**src/rtl/gus16_irq_ctrl.sv**
```systemverilog
// gus16_irq_ctrl: synchronises, latches, masks and priority-encodes interrupt sources for the GUS16 core.
// Optional software interrupts through offset-3 writes are enabled by defining GUS_IRQCTL_SWI_EN.
module gus16_irq_ctrl #(
  parameter int          NSRC = 8,
  parameter logic [15:0] BASE = 16'hFFE0,
  parameter int          HOLD = 2
) (
  input  logic            clk,
  input  logic            resetn,
  input  logic [NSRC-1:0] src,
  input  logic [15:0]     ca,
  input  logic [15:0]     cdo,
  input  logic            we,
  output logic [15:0]     rdo,
  output logic            sel,
  output logic            irq,
  output logic [2:0]      ivector,
  output logic [1:0]      dbg_state
);

  typedef enum logic [1:0] {
    IDLE    = 2'd0,
    ASSERT  = 2'd1,
    HOLDOFF = 2'd2
  } state_t;

  logic [NSRC-1:0] meta_q, sync_q, prev_q;
  logic [NSRC-1:0] pend_q, pend_d;
  logic [NSRC-1:0] mask_q, mask_d;
  logic [NSRC-1:0] edge_q, edge_d;
  logic [NSRC-1:0] evt, pend_rd, act, wdata, w1c, swi_set;
  logic [7:0]      act8, sync8;
  state_t          state_q;
  logic            irq_q;
  logic [2:0]      ivec_q;
  logic [3:0]      cnt_q;
  logic            win_any;
  logic [2:0]      win;
  logic            window, wr;
  logic            unused_cdo;

  assign window     = (ca[15:2] == BASE[15:2]);
  assign wr         = we & window;
  assign sel        = window & ~we;
  assign wdata      = cdo[NSRC-1:0];
  assign unused_cdo = ^cdo;

  // Two synchroniser flops followed by a history flop for rising-edge detection.
  always_ff @(posedge clk or negedge resetn) begin
    if (!resetn) begin
      meta_q <= '0;
      sync_q <= '0;
      prev_q <= '0;
    end else begin
      meta_q <= src;
      sync_q <= meta_q;
      prev_q <= sync_q;
    end
  end

  assign evt     = sync_q & ~prev_q;
  // Level-mode bits are never stored; they read straight from the synchronised input.
  assign pend_rd = pend_q | (sync_q & ~edge_q);
  assign act     = pend_rd & mask_q;
  assign act8    = 8'(act);
  assign sync8   = 8'(sync_q);

  always_comb begin
    mask_d  = mask_q;
    edge_d  = edge_q;
    w1c     = '0;
    swi_set = '0;
    if (wr) begin
      case (ca[1:0])
        2'd0: w1c    = wdata;
        2'd1: mask_d = wdata;
        2'd2: edge_d = wdata;
`ifdef GUS_IRQCTL_SWI_EN
        2'd3: swi_set = wdata;
`endif
        default: ;
      endcase
    end
    // Sets are applied after clears so a same-cycle event wins; dropping EDGE clears the latch.
    pend_d = ((pend_q & ~w1c) | ((evt | swi_set) & edge_q)) & edge_d;
  end

  always_ff @(posedge clk or negedge resetn) begin
    if (!resetn) begin
      pend_q <= '0;
      mask_q <= '0;
      edge_q <= '1;
    end else begin
      pend_q <= pend_d;
      mask_q <= mask_d;
      edge_q <= edge_d;
    end
  end

  always_comb begin
    win_any = |act;
    win     = '0;
    for (int i = NSRC - 1; i >= 0; i--) begin
      if (act[i]) win = 3'(i);
    end
  end

  // The last HOLDOFF cycle arbitrates directly so irq stays low for exactly HOLD cycles.
  always_ff @(posedge clk or negedge resetn) begin
    if (!resetn) begin
      state_q <= IDLE;
      irq_q   <= 1'b0;
      ivec_q  <= '0;
      cnt_q   <= '0;
    end else begin
      case (state_q)
        IDLE: begin
          if (win_any) begin
            ivec_q  <= win;
            irq_q   <= 1'b1;
            state_q <= ASSERT;
          end
        end
        ASSERT: begin
          if (!act8[ivec_q]) begin
            irq_q   <= 1'b0;
            cnt_q   <= 4'(HOLD);
            state_q <= HOLDOFF;
          end
        end
        HOLDOFF: begin
          if (cnt_q <= 4'd1) begin
            if (win_any) begin
              ivec_q  <= win;
              irq_q   <= 1'b1;
              state_q <= ASSERT;
            end else begin
              state_q <= IDLE;
            end
          end else begin
            cnt_q <= cnt_q - 4'd1;
          end
        end
        default: begin
          irq_q   <= 1'b0;
          state_q <= IDLE;
        end
      endcase
    end
  end

  always_comb begin
    rdo = '0;
    if (window) begin
      case (ca[1:0])
        2'd0:    rdo = 16'(pend_rd);
        2'd1:    rdo = 16'(mask_q);
        2'd2:    rdo = 16'(edge_q);
        default: rdo = {irq_q, state_q, ivec_q, 2'b00, sync8};
      endcase
    end
  end

  assign irq       = irq_q;
  assign ivector   = ivec_q;
  assign dbg_state = state_q;

endmodule

```
**config.mk**
```make
export PLATFORM = sky130hd
export DESIGN_NAME = gus16_irq_ctrl
export DESIGN_NICKNAME = d
export VERILOG_FILES = /design/src/rtl/gus16_irq_ctrl.sv
export SDC_FILE = /design/constraint.sdc
export NUM_CORES = 1
export LEC_CHECK = 0
export ABC_AREA = 1
export CORE_ASPECT_RATIO = 0.5
export CORE_MARGIN = 8
export CORE_UTILIZATION = 36
export DETAILED_ROUTE_END_ITERATION = 10
export GPL_TIMING_DRIVEN = 1
export SKIP_LAST_GASP = 1
export SLEW_MARGIN = 30
export SYNTH_ARGS = -nofsm -noshare
export SYNTH_HDL_FRONTEND = slang
export SYNTH_SLANG_ARGS = --single-unit
export TNS_END_PERCENT = 100
```
**constraint.sdc**
```tcl
create_clock -name clk -period 2.3 [get_ports clk]
set_input_delay 0.46 -clock clk [delete_from_list [all_inputs] [get_ports clk]]
set_output_delay 0.46 -clock clk [all_outputs]
set_load 0.01 [all_outputs]
```
==> results of run 1 <==
==> power groups by stage <==
stage          combinational (uW)  clock [uW]  sequential (uW)
5_1_grt                       231        1580             1070
4_1_cts                       201        1530             1060
3_3_place_gp                  180           0             1080
3_5_place_dp                  184           0             1080
2_1_floorplan                56.0           0             1080
6_report                      210        1490             1060
==> final timing paths <==
kind,from,to,slack (ns),cells after the start
max,ca[15],rdo[2],0.06,10
min,resetn,sync8[0],0.12,1
max reg2reg,cnt_q[0],ivector[0],0.44,7
min reg2reg,meta_q[0],sync8[0],0.34,0
max in group asynchronous,resetn,edge_q[5],1.45,2
min in group clk,meta_q[0],sync8[0],0.34,0
==> critical path: stages <==
cell and delay [ns]:
dlygate4sd2_1 0.21, nand2_2 0.08, nor2_2 0.15, nand2_2 0.09, nor3_4 0.17, buf_6 0.15
buf_12 0.12, o21ai_2 0.06, a21oi_2 0.13, buf_2 0.15
==> metrics by stage <==
stage                     instance area [um2]  TNS [ns]
final                                    4290         0
after floorplan                          2870         0
after CTS                                4220   -0.0195
after detailed placement                 3730     -7.90
after global placement                   3730     -6.98
after global routing                     4290    -0.105
==> registers in the layout (all words and copies together), names as in the netlist, 2 cells and up <==
name	count
ivector	3
cnt_q	4
mask_q	8
meta_q	8
pend_q	8
edge_q	8
sync8	8
dbg_state	2
prev_q	8
==> cell type report <==
class / count / area [um2] / area share
clock buffers: 12 / 267 / 0.0622
inverters: 46 / 175 / 0.0409
well taps: 112 / 140 / 0.0327
flip-flops and latches: 58 / 1460 / 0.341
multi-input cells: 236 / 1310 / 0.306
repair buffers: 98 / 857 / 0.200
clock inverters: 4 / 72.6 / 0.0169
==> routing by layer <==
metal | vias to the layer above | track usage | share of wire
met4 | 0 | 0.0499 | 0.014
met1 | 1286 | 0.175 | 0.44
met5 | - | 0 | 0
met2 | 59 | 0.269 | 0.50
li1 | 1325 | - | -
met3 | 11 | 0.0592 | 0.048
==> logic make-up (layout without fill, tap and decap cells) <==
kind of cell,after synthesis,count (layout),synth area share
xor+xnor,2,2,0.00612
buf+inv,54,160,0.0795
fa+ha+maj,2,2,0.00874
flops,58,58,0.510
simple gates,167,167,0.261
other cells,1,2,0.00131
compound gates,63,63,0.133
==> cells in the mapped netlist <==
library cell   n  area share
nand3_1       24       0.042
nand4_1        1      0.0022
ha_1           2      0.0087
nor3_4         1      0.0057
o211ai_1       1      0.0026
buf_2          2      0.0035
nand3_4        1      0.0061
nor2_2         1      0.0022
conb_1         1      0.0013
nand3b_1       1      0.0026
nor2_8         1      0.0070
o31ai_2        1      0.0044
dfstp_2        8       0.073
nand2_2        8       0.017
nand2_1       97        0.13
dfrtp_1       50        0.44
buf_8          1      0.0052
inv_1         46       0.060
nor3_1         9       0.016
a21oi_1       11       0.019
nand2_4        1      0.0039
o21ai_2        8       0.024
clkbuf_1       2      0.0026
buf_4          3      0.0079
o21ai_0       28       0.049
a221oi_1       7       0.021
xnor2_1        2      0.0061
o21ai_1        7       0.012
nor2_1        22       0.029
==> timing repair <==
action | 4_1_cts | 5_1_grt
pin swaps | 9 | 7
setup endpoints to repair | 15 | 17
cloned | 1 | 0
gates resized for setup | 103 | 20
buffers inserted | 16 | 0
==> summary.md, run 1 <==
| Metric | Value |
|---|---|
| Starting Density | 0.365 |
| CTS Root Cell | clkbuf_16 |
| Minimum clock period | 2.24 ns |
| Antenna Violating Nets Remaining | 0 |
| Crit share post-route | 0.973 |
| PwrDens | 645 nW/um2 |
| Unrepaired setup endpoints after global routing | yes |
| Std cell rows | 23 |
| Routed vias/inst | 4.74 |
| Highest-count cells in the layout ignoring fill and taps | nand2_1 (95), dfrtp_1 (50), inv_1 (44), buf_4 (35) |
| Clock power share | 0.539 |
| Pre-antenna DRT Iters | 4 |
| Placed insts | 533 |
| Startpoint Class | input pin |
| Status | complete, no violations |
| Ys Warns | 0 |
| Initial antenna violation count | 0 |
| Net load switching power | 577 uW |
| Area grow syn2layout | 49.7% |
| Switching power share of the total | 0.209 |
| Fill cells | 701 |
| PnR worst setup slack | 0.0618 ns |
| Slew HR | 0.624 |
| GR Overflow Total | 0 |
| Slew of the pin with the lowest slew margin | 0.564 ns |
| Final setup fails | 0 |
| CTS buffer count | 9 |
| # hold bufs at CTS | 0 |
| Syn Inst Count | 347 |
| Internal power | 2190 uW |
| Largest net degree at the start of global routing | 26 |
| CP required | 1.84 ns |
| Iter 0 DRT Violations | 186 |
| Mapped Area | 2860 um2 |
| TritonCTS Sinks | 58 |
| Sequential power share | 0.385 |
| Drt total wl | 8170 um |
| Residual DRC | 0 |
| Final Hold Violating Endpoints | 0 |
| Hold Slack | 0.119 ns |
| Placeable Area | 7860 um2 |
| Port bufs | 55 |
| Routed vias | 2681 |
| Max FO, Critical Path | 5 |
| Post-synth cell types | 29 |
| GRT Total Usage | 0.155 |
| Die height | 79.1 um |
| Worst Setup End Kind | output pin |
| DPL Wire Length | 5770 um |
| Clk slew on worst S/H paths | 0.05 ns |
| Wire per inst | 14.4 um |
| Die area | 11200 um2 |
| Combinational Power Share | 0.076 |
| HP Class | input pin to asynchronous set/reset pin |
| VDD IR max | 330 uV |
| Max-cap viol count | 0 |
| Setup WS pre-CTS | -0.584 ns |
| CTS tree | done |
| Clk_lat worst skew | 0.33 ns |
| Pwr Total | 2770 uW |
| Leakage | 0.00220 uW |
| Clock buffer depth | 2 |
| Kind of critical path | input pin to output pin |
| Commonest non-fill, non-tap cell in the layout | nand2_1 |
| Vias in the first global route | 2804 |
| Mean area per synthesized cell | 8.25 um2 |
| Fmax | 447 MHz |
| Die W | 142 um |
| Global placement routability congestion | 0.845 |
| Final Util | 0.546 |
| NumNets Final | 494 |
| Post-Layout Cell Count | 566 |
| Worst Skew | 0.00541 ns |
| Sequential-to-total area share from yosys stat | 0.510 |
| Io pins | 66 |
| H-tree levels | 3 |
| Synth Register Bits | 58 |
| N_diodes | 0 |
| Layout cells sized above 1 | 0.286 |
| First-pass GRT wire length | 13400 um |
| Max Transition Viols Final | 0 |
| Arrival time at the worst endpoint | 1.78 ns |
(Power assumes the default switching activity.)
==> run 2: changes to the inputs <==
CAP_MARGIN = 20   (was not set)
SLEW_MARGIN = 20   (was 30)
==> results of run 2 <==
Final layout, timing and power as in run 1 (identical DEF).
